### src/rtl/icache_ctrl.sv
// -----------------------------------------------------------------------------
// icache_ctrl
// Direct-mapped instruction cache controller. It performs the tag lookup
// against external valid/tag arrays, refills a missing line from memory one
// word per beat into an external data array, then commits the new tag.
//
// Optional build macro: ICACHE_FLUSH_EN
//   Adds the flush / flush_done ports and a FLUSH state that walks every
//   index clearing its valid bit. Without it, invalidation is left to the
//   reset of the meta arrays.
//
// Ports
//   clk, rst          clock (rising edge), synchronous active-high reset
//   flush, flush_done invalidate-all request / completion pulse (macro only)
//   cpu_req, cpu_addr fetch request and byte address
//   cpu_hit           lookup hits this cycle (IDLE only, combinational)
//   cpu_stall         cpu_req & ~cpu_hit
//   meta_*            valid/tag array index, read data, write port
//   data_*            data array write port (index, word offset, word)
//   mem_req, mem_addr memory read request and word-aligned address
//   mem_ack, mem_rdata one returned beat and its data
// -----------------------------------------------------------------------------
module icache_ctrl #(
    parameter int BLKIDX_BIT = 4,
    parameter int OFF_BIT    = 2,
    localparam int BLK_NUM   = 2 ** BLKIDX_BIT,
    localparam int WORDS     = 2 ** OFF_BIT,
    localparam int TAG_BIT   = 30 - OFF_BIT - BLKIDX_BIT
) (
    input  logic                  clk,
    input  logic                  rst,
`ifdef ICACHE_FLUSH_EN
    input  logic                  flush,
    output logic                  flush_done,
`endif
    input  logic                  cpu_req,
    input  logic [31:0]           cpu_addr,
    output logic                  cpu_hit,
    output logic                  cpu_stall,
    output logic [BLKIDX_BIT-1:0] meta_idx,
    input  logic                  meta_valid_r,
    input  logic [TAG_BIT-1:0]    meta_tag_r,
    output logic                  meta_wen,
    output logic                  meta_valid_w,
    output logic [TAG_BIT-1:0]    meta_tag_w,
    output logic                  data_wen,
    output logic [BLKIDX_BIT-1:0] data_idx,
    output logic [OFF_BIT-1:0]    data_off,
    output logic [31:0]           data_wdata,
    output logic                  mem_req,
    output logic [31:0]           mem_addr,
    input  logic                  mem_ack,
    input  logic [31:0]           mem_rdata
);

    localparam logic [OFF_BIT-1:0]    LAST_OFF = OFF_BIT'(WORDS - 1);
    localparam logic [BLKIDX_BIT-1:0] LAST_IDX = BLKIDX_BIT'(BLK_NUM - 1);

`ifdef ICACHE_FLUSH_EN
    typedef enum logic [1:0] {IDLE, REFILL, COMMIT, FLUSH} state_t;
`else
    typedef enum logic [1:0] {IDLE, REFILL, COMMIT} state_t;
`endif

    state_t                  state;
    logic [OFF_BIT-1:0]      cnt;
    logic [BLKIDX_BIT-1:0]   lat_idx;
    logic [TAG_BIT-1:0]      lat_tag;
    logic                    mem_req_r;

    // Address fields of the incoming fetch
    logic [OFF_BIT-1:0]      req_off;
    logic [BLKIDX_BIT-1:0]   req_idx;
    logic [TAG_BIT-1:0]      req_tag;
    logic                    tag_match;
    logic                    flush_go;
    logic                    unused_ok;

    assign req_off   = cpu_addr[2 +: OFF_BIT];
    assign req_idx   = cpu_addr[OFF_BIT + 2 +: BLKIDX_BIT];
    assign req_tag   = cpu_addr[31 -: TAG_BIT];
    assign tag_match = meta_valid_r & (meta_tag_r == req_tag);

`ifdef ICACHE_FLUSH_EN
    logic [BLKIDX_BIT-1:0]   fcnt;
    logic                    flush_pend;

    // A flush seen in IDLE (live or recorded during a refill) wins over the
    // fetch; the fetch simply stalls and is looked up again afterwards.
    assign flush_go  = (state == IDLE) & (flush | flush_pend);
    assign unused_ok = ^cpu_addr[1:0];
`else
    assign flush_go  = 1'b0;
    assign unused_ok = ^{cpu_addr[1:0], LAST_IDX};
`endif

    // -------------------------------------------------------------------------
    // State machine and registered request
    // -------------------------------------------------------------------------
    always_ff @(posedge clk) begin
        if (rst) begin
            state      <= IDLE;
            cnt        <= '0;
            lat_idx    <= '0;
            lat_tag    <= '0;
            mem_req_r  <= 1'b0;
`ifdef ICACHE_FLUSH_EN
            fcnt       <= '0;
            flush_pend <= 1'b0;
`endif
        end else begin
            case (state)
                IDLE: begin
                    if (flush_go) begin
`ifdef ICACHE_FLUSH_EN
                        state      <= FLUSH;
                        fcnt       <= '0;
                        flush_pend <= 1'b0;
`endif
                    end else if (cpu_req && !tag_match) begin
                        state     <= REFILL;
                        lat_idx   <= req_idx;
                        lat_tag   <= req_tag;
                        cnt       <= '0;
                        mem_req_r <= 1'b1;
                    end
                end

                REFILL: begin
`ifdef ICACHE_FLUSH_EN
                    if (flush) flush_pend <= 1'b1;
`endif
                    if (mem_ack) begin
                        // Compared before increment, so the counter wraps
                        // to zero exactly as the last beat is accepted.
                        cnt <= cnt + 1'b1;
                        if (cnt == LAST_OFF) begin
                            state     <= COMMIT;
                            mem_req_r <= 1'b0;
                        end
                    end
                end

                COMMIT: begin
`ifdef ICACHE_FLUSH_EN
                    if (flush) flush_pend <= 1'b1;
`endif
                    state <= IDLE;
                end

`ifdef ICACHE_FLUSH_EN
                FLUSH: begin
                    fcnt <= fcnt + 1'b1;
                    if (fcnt == LAST_IDX) state <= IDLE;
                end
`endif

                default: state <= IDLE;
            endcase
        end
    end

    // -------------------------------------------------------------------------
    // Array ports and CPU handshake
    // -------------------------------------------------------------------------
    // Writes are masked while rst is high so a refill cut short by reset
    // never commits a tag or writes a stray beat.
    always_comb begin
        meta_idx     = lat_idx;
        data_idx     = lat_idx;
        data_off     = cnt;
        meta_wen     = 1'b0;
        meta_valid_w = 1'b0;
        meta_tag_w   = '0;
        data_wen     = 1'b0;
        cpu_hit      = 1'b0;
`ifdef ICACHE_FLUSH_EN
        flush_done   = 1'b0;
`endif
        case (state)
            IDLE: begin
                meta_idx = req_idx;
                data_idx = req_idx;
                data_off = req_off;
                cpu_hit  = cpu_req & tag_match & ~flush_go;
            end
            REFILL: begin
                data_wen = mem_ack & ~rst;
            end
            COMMIT: begin
                meta_wen     = ~rst;
                meta_valid_w = 1'b1;
                meta_tag_w   = lat_tag;
            end
`ifdef ICACHE_FLUSH_EN
            FLUSH: begin
                meta_idx   = fcnt;
                meta_wen   = ~rst;
                flush_done = ~rst & (fcnt == LAST_IDX);
            end
`endif
            default: ;
        endcase
    end

    assign cpu_stall  = cpu_req & ~cpu_hit;
    assign data_wdata = mem_rdata;
    assign mem_req    = mem_req_r;
    assign mem_addr   = {lat_tag, lat_idx, cnt, 2'b00};

endmodule

### config.mk
export PLATFORM = sky130hd
export DESIGN_NAME = icache_ctrl
export DESIGN_NICKNAME = d
export VERILOG_FILES = /design/src/rtl/icache_ctrl.sv
export SDC_FILE = /design/constraint.sdc
export NUM_CORES = 1
export LEC_CHECK = 0
export BUFFER_PORTS_ARGS = -buffer_cell sky130_fd_sc_hd__clkbuf_2
export CAP_MARGIN = 5
export CORE_UTILIZATION = 31
export DETAILED_ROUTE_END_ITERATION = 6
export PLACE_DENSITY = 0.69
export SYNTH_ARGS = -nofsm -noshare
export SYNTH_HDL_FRONTEND = slang
export SYNTH_SLANG_ARGS = --single-unit
### constraint.sdc
create_clock -name clk -period 1.56 [get_ports clk]
set_input_delay 0.078 -clock clk [delete_from_list [all_inputs] [get_ports clk]]
set_output_delay 0.078 -clock clk [all_outputs]
set_load 0.03 [all_outputs]
## After elaboration in Yosys (flattened, before gate mapping)

Index checks and enable logic that the tools add are counted.

- Eq/ne operators: 7
- Add/subtract/negate cells: 1
- Reductions and logical operators: 8
- Bitwise logic cells: 6
- Mux-type cells: 18

Operator list:

| cell | number |
|---|---|
| $eq A24 B24 Y1 | 1 |
| $mux W24 | 1 |
| $mux W2 | 6 |
| $pmux W2 S2 | 2 |
| $mux W1 | 7 |
| $ne A2 B2 Y1 const B | 3 |
| $reduce_and A3 Y1 | 2 |
| $and A1 B1 Y1 | 4 |
| $eq A2 B2 Y1 const B | 2 |
| $mux W4 | 1 |
| $reduce_and A4 Y1 | 1 |
| $add A2 B1 Y2 const B | 1 |
| $eq A2 B1 Y1 const B | 1 |
| $logic_not A2 Y1 | 1 |
| $not A1 Y1 | 2 |
| $pmux W1 S2 | 1 |
| $reduce_and A2 Y1 | 1 |
| $reduce_bool A2 Y1 | 1 |
| $logic_and A1 B1 Y1 | 1 |
| $logic_not A1 Y1 | 1 |

- Bits in registers: 33
- Output and inout port bits: 104
- Input bits: 93
- Logic and storage cells: 45

## Longest topological paths before layout

Gate-level depths: netlist of the first run.

- Depth after elaboration: 6
- Depth in mapped cells: 6
- Mapped depth without buffers: 6

## Least setup slack after synthesis of the first run

No wires, ideal clock.

- Kind: register -> output
- Start point: register state[1]
- End point: output port meta_tag_w[10]
- Path buffers: 1
- Arrival: 1.471 ns
- Required time: 1.482 ns
- Path slack: 0.011 ns
- Stages on the path, launching flop included: 4
- Path through: dfxtp_1 nor2b_1 clkbuf_1 and2_1

- Longest elaborated chain between the ends: 2

Ends and longest elaborated chain:

| item | RTL line | RTL |
|---|---|---|
| start, declared | 65 | `state_t state;` |
| start signal, assigned | 102 | `state <= IDLE;` |
| start signal, assigned | 121 | `state <= REFILL;` |
| start signal, assigned | 138 | `state <= COMMIT;` |
| $eq A2 B2 Y1 | 180 | `case (state)` |
| $mux W24 | 180 |  |
| end, declared | 45 | `output logic [TAG_BIT-1:0] meta_tag_w,` |

Every way passes these cells.

## Final worst setup path of the first run

- Start point: register state[1]
- End point: output port meta_idx[3]

- Longest elaborated chain between the ends: 2

Ends and longest elaborated chain:

| item | RTL line | RTL |
|---|---|---|
| $logic_not A2 Y1 | 180 |  |
| $mux W4 | 180 |  |
| end, declared | 40 | `output logic [BLKIDX_BIT-1:0] meta_idx,` |

Every way passes these cells.

==> impl_summary.txt, run 1 <==
----------------------------------------------------
[Clocking]
  Clock root buffer ... clkbuf_8
  Clock transition at the register clock pins on the worst setup and hold paths after CTS ... 0.07 ns
  Clock H-tree levels ... 2
  Cts-stage hold buffer count ... 0
  TritonCTS Buffers ... 5
  CTS tree ... built
  Clk buf depth ... 2
  Clk Latency, worst-skew pair ... 0.28 ns
  # clock sinks ... 33

[Critical path]
  Worst path depth ... 4
  Top fanout value on the critical path ... 6
  Critical-path cell with the highest stage delay ... dfxtp_4
  R2r worst-path depth ... 6
  Critical Path Source ... state[1]
  Type of the worst setup path ... reg2out
  Reg-to-reg critical path startpoint ... state[1]
  Worst Path Arrival ... 1.44 ns
  Critical path endpoint category ... output pin
  CP cell instances ... nor2_4, buf_6, mux2_2, buf_4
  Worst EP required ... 1.48 ns
  Type of origin of the critical path ... register
  Number of buffer and inverter stages on the critical path ... 2
  Cell class contributing the biggest share of worst-path delay ... flip-flops
  Max stage delay on crit path ... 0.37 ns

[Hold path]
  Hold/Removal Path Class ... in2reg
  Number of instances on the worst hold path ... 3
  Startpoint of the tightest hold check path ... cpu_addr[5]

[STA]
  Final TNS setup ... 0 ns
  Final worst clock skew ... 0.008592 ns
  Highest Clock Rate ... 0.6607 GHz
  Final setup viols ... 0
  Crit path setup slack, layout ... 0.04640 ns
  Shortest clock period the worst path allows after layout ... 1.514 ns
  Period utilisation layout ... 97.03%
  Number of pins exceeding their max-slew limit in the final report ... 0
  Number of failing hold endpoints at the final stage ... 0
  RSZ-0062 raised after global routing ... true

[Global route]
  Initial antenna violation count ... 0
  All-Layer GR Usage ... 14.72%
  Wire length of the first global-routing pass ... 8445 um
  Pin count of the biggest net entering global routing ... 29
  Via count of the first global-routing pass ... about 1.9k
  Overall overflow remaining after global route ... 0

[Run]
  # Max-Cap Violations ... 0

[Route]
  Number of design-rule violations left by the first detailed-router iteration ... 22
  Drt first pass iters ... 4
  Number of vias after detailed routing ... 2026
  Detailed-route DRC error count ... 0
  Post-DR wirelength/cell ... 12.02 um
  Final wirelength ... 5469 um
  Final antenna-violating net count ... 0
  Via density ... 4.453

[Finish]
  Most common cell after layout, fill and taps aside ... clkbuf_2
  # fillers ... 675
  Number of diodes ... 0
  Commonest cells after routing, fill and taps aside ... clkbuf_2 (119), nand2_1 (62), dfxtp_1 (31)
  Fraction of final layout cells with drive strength greater than 1 ... between 40% and 50%
  Finished Cell Area ... 2902 sq um
  Nets ... approximately 450
  Area growth syn-to-layout ... 32.74%

[Placement]
  Post-Place Cell Area ... ~2700 sq um
  Pre-CTS setup slack ... -0.05725 ns
  Port buffer count ... 128
  Final weighted congestion of routability-driven global placement ... 0.6961
  DP Wirelength ... 4338 um

[Logic synthesis]
  Predominant post-synthesis flop cell ... dfxtp_1
  Post-synth EDFFs ... 0
  Seq/Total Area, Yosys ... 30.22%
  Synth Instances ... 258
  Share of the synthesized area in the top cell type ... a little under a third
  Leading post-synthesis cells by cell area ... dfxtp_1 (30%), buf_4 (13%), mux2i_1 (13%)
  Average cell area after synthesis ... around 8.5 sq um
  Post-Synthesis Cell Area ... 2186 sq um
  Yosys warning total ... 0
  Number of library cell types mapped by synthesis ... 33
  Area leader, netlist ... dfxtp_1
  #FFs+latches synth ... 33
  FFs w/ async S/R, synth ... 0%

[Floorplan]
  X dimension of the die ... 85.97 um
  Initial Util ... 32.17%
  Overall die height ... ~86 um
  Cell Rows ... 30
  Placeable core area ... 6794 sq um
  Total I/O pin count ... 197
  Area of the die ... around 7400 sq um

[Power]
  Leak Pwr ... about 1.4 nW
  Peak supply drop ... 347.5 uV
  Total power density per cell area ... 797.6 nW/um^2
  Total power consumption of the routed design ... 2.314 mW

[Status]
  Result of the run ... completed

----------------------------------------------------
[path summary, 6_finish.rpt]
check	end	slack [ns]
worst max-delay path	meta_idx[3]	0.05
worst min-delay path	lat_idx[1]	0.03
worst max register to register	lat_tag[5]	0.12
worst min register to register	lat_tag[1]	0.47
[layer usage]
| metal | vias up | track usage, % | part of all wire (%) |
|---|---|---|---|
| li1 | 998 | - | - |
| met4 | 0 | 6.364 | 2.3 |
| met2 | 96 | 27.06 | 49 |
| met3 | 22 | 3.850 | 7.1 |
| met5 | - | 0 | 0 |
| met1 | 910 | 15.78 | 42 |
[what timing repair did]
action                                  in CTS  in global routing
cloned                                       0                  0
endpoints found under the setup margin      30                 37
gates resized for setup                      8                 25
pin swaps                                    3                  7
setup buffers                                1                  2
[sequential cells by signal, indices dropped and copies added (netlist names)]
name and flops:
lat_idx 4, lat_tag 24, mem_req 1, state 2, cnt 2
[report_power, final]
part	internal (mW)	switching, mW
clock	0.399	0.326
combinational	0.267	0.379
sequential	0.897	0.0470
total	1.56	0.751
[area by class of cell]
cell class              count  area (sq um)  share of cell area [%]
multi-input cells         175          1207                   41.61
repair buffers            141         797.0                   27.47
flip-flops and latches     33         668.1                   23.03
well taps                  96         120.1                   4.140
clock buffers               7         96.34                   3.320
inverters                   2         7.507                  0.2587
clock inverters             1         5.005                  0.1725
[cells in the mapped netlist (all sizes together), types with 3 or more instances]
master	instances
nand2	62
buf	41
dfxtp	33
mux2i	28
and2	25
xnor2	23
clkbuf	8
mux2	6
nand4	5
a21oi	3
[kinds of logic after synthesis]
logic type / synth area share [%]
xor gates and xnor gates: 9.616
DFF: 30.22
adders and majority gates: 0.5723
buffers and inverters: 16.31
and+or+nand+nor: 24.21
muxes: 15.91
AOI/OAI and AO/OA: 2.977
other: 0.1716
[worst reg2reg max path: cells and delay by family, from the launching register on]
kind	cells	cell delay, ns
AO/OA/AOI/OAI	1	0.21
buffers and inverters	2	0.32
flip-flops	1	0.37
multiplexers	1	0.22
AND/OR/NAND/NOR	2	0.24
[metrics by stage]
step	std cells	util (%)	hold slack (ns)
after CTS	453	41.88	0.01408
after floorplan	259	-	0.1573
after global routing	455	42.71	0.02226
after detailed placement	444	39.91	0.1562
after global placement	444	39.91	0.1562
final	455	42.71	0.02651
(Power assumes the default switching activity.)
==> run 2, diff against run 1 <==
- CORE_UTILIZATION: 31 -> 30
- GPL_ROUTABILITY_DRIVEN: default -> 0
- PLACE_DENSITY: 0.69 -> 0.67
==> run 2 against run 1 <==
Register-to-register slack better by 0.09 ns. Power fell by 0.99%. Non-clock buffer count decreased by 3. Utilization is 1.1 points lower. Via count down 0.69%. Critical endpoint is now cpu_stall. Clock power is 3.0% lower. Critical path type is now in2out. Sequential share of layout area is essentially flat.
==> impl_summary.txt, run 2 (synthesized netlist as in run 1, its figures left out) <==
----------------------------------------------------
[Finish]
  Post-layout utilization of the core ... 41.63%
  Area growth syn-to-layout ... 31.54%
  Fraction of final layout cells with drive strength greater than 1 ... 46.07%
  Nets ... 449
  Number of non-filler instances in the completed layout ... 452
  Register name with the most flops ... lat_tag
  Most common cell after layout, fill and taps aside ... clkbuf_2
  Number of diodes ... 0
  Largest register FFs ... 24
  Largest registers ... lat_tag x24, lat_idx x4
  Commonest cells after routing, fill and taps aside ... clkbuf_2 (116), nand2_1 (62), dfxtp_1 (31)

[Critical path]
  Register-to-register setup slack ... 0.21 ns
  Top fanout value on the critical path ... 3
  Type of origin of the critical path ... input pin
  Worst EP required ... 1.48 ns
  Critical path endpoint category ... output pin
  Type of the worst setup path ... in2out
  Worst Path Arrival ... 1.41 ns

[STA]
  Period utilisation layout ... 95.69%
  RSZ-0062 raised after global routing ... true
  Final TNS setup ... 0 ns
  Number of failing hold endpoints at the final stage ... 0
  Highest Clock Rate ... ~0.67 GHz
  Final setup viols ... 0
  Final worst clock skew ... 0.004846 ns
  Number of pins exceeding their max-slew limit in the final report ... 0
  Crit path setup slack, layout ... 0.06721 ns
  Shortest clock period the worst path allows after layout ... 1.493 ns

[Floorplan]
  Total I/O pin count ... between 150 and 200
  Placeable core area ... 6907 sq um
  X dimension of the die ... 87.36 um
  Overall die height ... approximately 87 um
  Initial Util ... 31.65%
  Cell Rows ... 30
  Area of the die ... 7632 sq um

[Clocking]
  Clk buf depth ... 2
  Clock root buffer ... clkbuf_8
  Clk Latency, worst-skew pair ... 0.28 ns
  CTS tree ... built
  # clock sinks ... 33
  TritonCTS Buffers ... 5
  Cts-stage hold buffer count ... 0
  Clock transition at the register clock pins on the worst setup and hold paths after CTS ... 0.06 ns
  Clock H-tree levels ... 2

[Route]
  Final antenna-violating net count ... 0
  Number of design-rule violations left by the first detailed-router iteration ... 37
  Number of vias after detailed routing ... roughly 2.0k
  Post-DR wirelength/cell ... approximately 12 um
  Final wirelength ... 5613 um
  Drt first pass iters ... 4
  Detailed-route DRC error count ... 0
  Via density ... 4.451

[Status]
  Result of the run ... completed

[Global route]
  Overall overflow remaining after global route ... 0
  Wire length of the first global-routing pass ... 8217 um
  Via count of the first global-routing pass ... 1762
  Initial antenna violation count ... 0
  All-Layer GR Usage ... ~14%
  Pin count of the biggest net entering global routing ... 37

[Power]
  Peak supply drop ... 342.7 uV
  Leak Pwr ... 1.439 nW
  Total power density per cell area ... between 700 and 800 nW/um^2

[Placement]
  Pre-CTS setup slack ... -0.06682 ns
  Port buffer count ... between 100 and 150
  DP Wirelength ... 4527 um
  Number of cells in the design after placement ... 442

[Hold path]
  Hold/Removal Path Class ... in2reg

[Run]
  # Max-Cap Violations ... 0

----------------------------------------------------
[run 2: critical path, cell delays in order]
cell	delay [ns]
clkbuf_2	0.11
xnor2_2	0.17
nand4_1	0.16
nor4_4	0.23
buf_4	0.18
nand2_1	0.07
o31a_1	0.24
buf_2	0.18
[run 2: what timing repair did]
action	in CTS	in global routing
setup buffers	2	0
endpoints found under the setup margin	9	37
pin swaps	2	4
gates resized for setup	3	20
[run 2: metrics by stage]
step                      total power, mW  hold slack, ns  area (sq um)
after global routing                2.416         0.03719          2875
after global placement              1.588          0.1562          2709
final                               2.291         0.03518          2875
after detailed placement            1.598          0.1562          2709
after CTS                           2.326         0.02178          2833
after floorplan                     1.529          0.1573          2190
[run 2: area by class of cell]
| class | count | area, sq um |
|---|---|---|
| clock inverters | 1 | 5.005 |
| well taps | 96 | 120.1 |
| inverters | 2 | 7.507 |
| fillers | 729 | 4031 |
| flip-flops and latches | 33 | 663.1 |
| clock buffers | 7 | 96.34 |
| multi-input cells | 175 | 1217 |
| repair buffers | 138 | 765.7 |
[run 2: final timing paths]
path	startpoint	endpoint	depth (start not counted)
worst max-delay path	cpu_addr[28]	cpu_stall	8
worst min-delay path	cpu_addr[5]	lat_idx[1]	3
worst max register to register	state[1]	lat_idx[0]	5
worst min register to register	lat_tag[0]	lat_tag[0]	2
[run 2: layer usage]
layer	share of wire, %	track usage [%]	vias up
met4	1.7	5.365	0
met5	0	0	-
met1	42	16.12	918
met3	8.3	3.791	14
li1	-	-	988
met2	48	25.21	92
[run 2: where the power goes]
part           switching [mW]  internal, mW  total [mW]
clock network           0.304         0.399       0.703
registers              0.0461         0.900       0.946
logic                   0.381         0.261       0.643
total                   0.731          1.56        2.29
==> run 3, diff against run 2 <==
- PLACE_DENSITY: 0.67 -> default
- PLACE_DENSITY_LB_ADDON: default -> 0.15
==> run 3 against run 2 <==
Global-route usage fell by 0.31 points. Utilization grew 0.34 points. Critical path depth down 4. Hold slack gained 0.0011 ns. Clock power grew 18%.
==> impl_summary.txt, run 3 (synthesized netlist as in run 1, its figures left out) <==
----------------------------------------------------
[Status]
  Result of the run ... completed

[Route]
  Detailed-route DRC error count ... 0
  Via density ... 4.365
  Number of design-rule violations left by the first detailed-router iteration ... 30
  Final wirelength ... approximately 5300 um
  Final antenna-violating net count ... 0
  Drt first pass iters ... 4
  Number of vias after detailed routing ... a little under 2k
  Post-DR wirelength/cell ... around 12 um

[Global route]
  Via count of the first global-routing pass ... between 1.5k and 2k
  Wire length of the first global-routing pass ... 8107 um
  Initial antenna violation count ... 0
  All-Layer GR Usage ... 13.87%
  Pin count of the biggest net entering global routing ... 35
  Overall overflow remaining after global route ... 0

[Finish]
  Fraction of final layout cells with drive strength greater than 1 ... 45.96%
  Largest register FFs ... 24
  Most common cell after layout, fill and taps aside ... clkbuf_2
  Post-layout utilization of the core ... 41.97%
  Area growth syn-to-layout ... 32.63%
  Number of diodes ... 0
  Nets ... about 450
  Commonest cells after routing, fill and taps aside ... clkbuf_2 (114), nand2_1 (62), dfxtp_1 (31)
  Register name with the most flops ... lat_tag
  Largest registers ... lat_tag x24, lat_idx x4
  Number of non-filler instances in the completed layout ... between 400 and 500

[Floorplan]
  Placeable core area ... 6907 sq um
  Total I/O pin count ... 197
  Cell Rows ... 30
  Overall die height ... 87.36 um
  Area of the die ... 7632 sq um
  X dimension of the die ... 87.36 um
  Initial Util ... a little under a third

[Critical path]
  Critical-path cell with the highest stage delay ... dfxtp_2
  Type of the worst setup path ... reg2out
  Max stage delay on crit path ... 0.35 ns
  Worst EP required ... 1.48 ns
  Type of origin of the critical path ... register
  Worst Path Arrival ... 1.40 ns
  Critical path endpoint category ... output pin
  Top fanout value on the critical path ... 6
  Number of buffer and inverter stages on the critical path ... 2
  Cell class contributing the biggest share of worst-path delay ... flip-flops
  CP cell instances ... nor2_4, buf_6, mux2_2, clkbuf_4

[Placement]
  Number of cells in the design after placement ... 442
  DP Wirelength ... a little over 4000 um
  Port buffer count ... between 100 and 150

[Power]
  Total power consumption of the routed design ... 2.410 mW
  Total power density per cell area ... 831.3 nW/um^2
  Peak supply drop ... 345.6 uV
  Leak Pwr ... 1.447 nW

[Clocking]
  TritonCTS Buffers ... 5
  Clock root buffer ... clkbuf_8
  Clk Latency, worst-skew pair ... about 0.28 ns
  Clk buf depth ... 2
  # clock sinks ... 33
  Clock transition at the register clock pins on the worst setup and hold paths after CTS ... around 0.07 ns
  Clock H-tree levels ... 2
  CTS tree ... built

[STA]
  Final TNS setup ... 0 ns
  Period utilisation layout ... between 90% and 100%
  Highest Clock Rate ... roughly 0.67 GHz
  RSZ-0062 raised after global routing ... true
  Final worst clock skew ... 0.005142 ns
  Final-layout worst hold slack ... 0.03624 ns
  Shortest clock period the worst path allows after layout ... 1.482 ns
  Final setup viols ... 0
  Number of failing hold endpoints at the final stage ... 0
  Number of pins exceeding their max-slew limit in the final report ... 0

[Run]
  # Max-Cap Violations ... 0

[Hold path]
  Hold/Removal Path Class ... in2reg

----------------------------------------------------
## run 3: cell count changes in the layout (fill, tap and decap cells not counted)
cell	delta
clkbuf_4	+2
clkinv_2	-1
clkbuf_1	+1
bufinv_16	+1
xnor2_2	-1
xnor2_1	+1
dfxtp_2	-1
buf_6	+1
clkbuf_8	-1
clkbuf_2	-2
buf_12	-2
buf_2	-3
buf_4	+7
dfxtp_4	+1
## run 3: layer usage
metal / part of all wire (%) / vias up / wire length (um) / track usage [%]
met2: 43 / 98 / 2299 / 20.10
met5: 0 / - / 0 / 0
met3: 9.2 / 5 / 491 / 5.213
met4: 0.97 / 0 / 52 / 3.577
li1: - / 991 / - / -
met1: 47 / 892 / 2494 / 19.16
## run 3: final timing paths
check              startpoint           to  slack (ns)  depth (start not counted)
hold reg to reg    lat_tag[1]   lat_tag[1]        0.47                          2
setup / recovery     state[1]  meta_idx[0]        0.08                          4
hold / removal    cpu_addr[5]   lat_idx[1]        0.04                          3
setup reg to reg     state[1]  lat_tag[20]        0.15                          6
## run 3: timing repair
| item | in CTS | in global routing |
|---|---|---|
| pin swaps | 2 | 3 |
| hold buffers | 0 | 0 |
| setup endpoints to repair | 9 | 28 |
| gates resized for setup | 3 | 32 |
| buffers inserted | 3 | 2 |
## run 3: cell type report
| type | instances | area (sq um) |
|---|---|---|
| inverter | 2 | 7.507 |
| timing repair buffer | 141 | 779.5 |
| clock buffer | 7 | 86.33 |
| clock inverter | 1 | 30.03 |
| fill | 770 | 4008 |
| multi-input combinational | 175 | 1210 |
| tap | 96 | 120.1 |
| sequential | 33 | 665.6 |
## run 3: metrics by stage
| stage | worst slack, ns | instance area (sq um) |
|---|---|---|
| 3_5_place_dp | -0.08766 | 2684 |
| 3_3_place_gp | -0.1099 | 2684 |
| 2_1_floorplan | 0.01098 | 2190 |
| 4_1_cts | 0.006920 | 2830 |
| 6_report | 0.07766 | 2899 |
| 5_1_grt | -0.005305 | 2899 |
## run 3: power by group
part / leakage, nW / internal [mW] / total, mW / switching, mW
sequential: 0.272 / 0.899 / 0.944 / 0.0447
clock: 0.0585 / 0.521 / 0.831 / 0.310
combinational: 1.12 / 0.257 / 0.635 / 0.378
total: 1.45 / 1.68 / 2.41 / 0.733
## run 3: worst min-delay path: stages
cell and delay [ns]:
clkbuf_2 0.09, nand2_1 0.05, mux2i_1 0.05
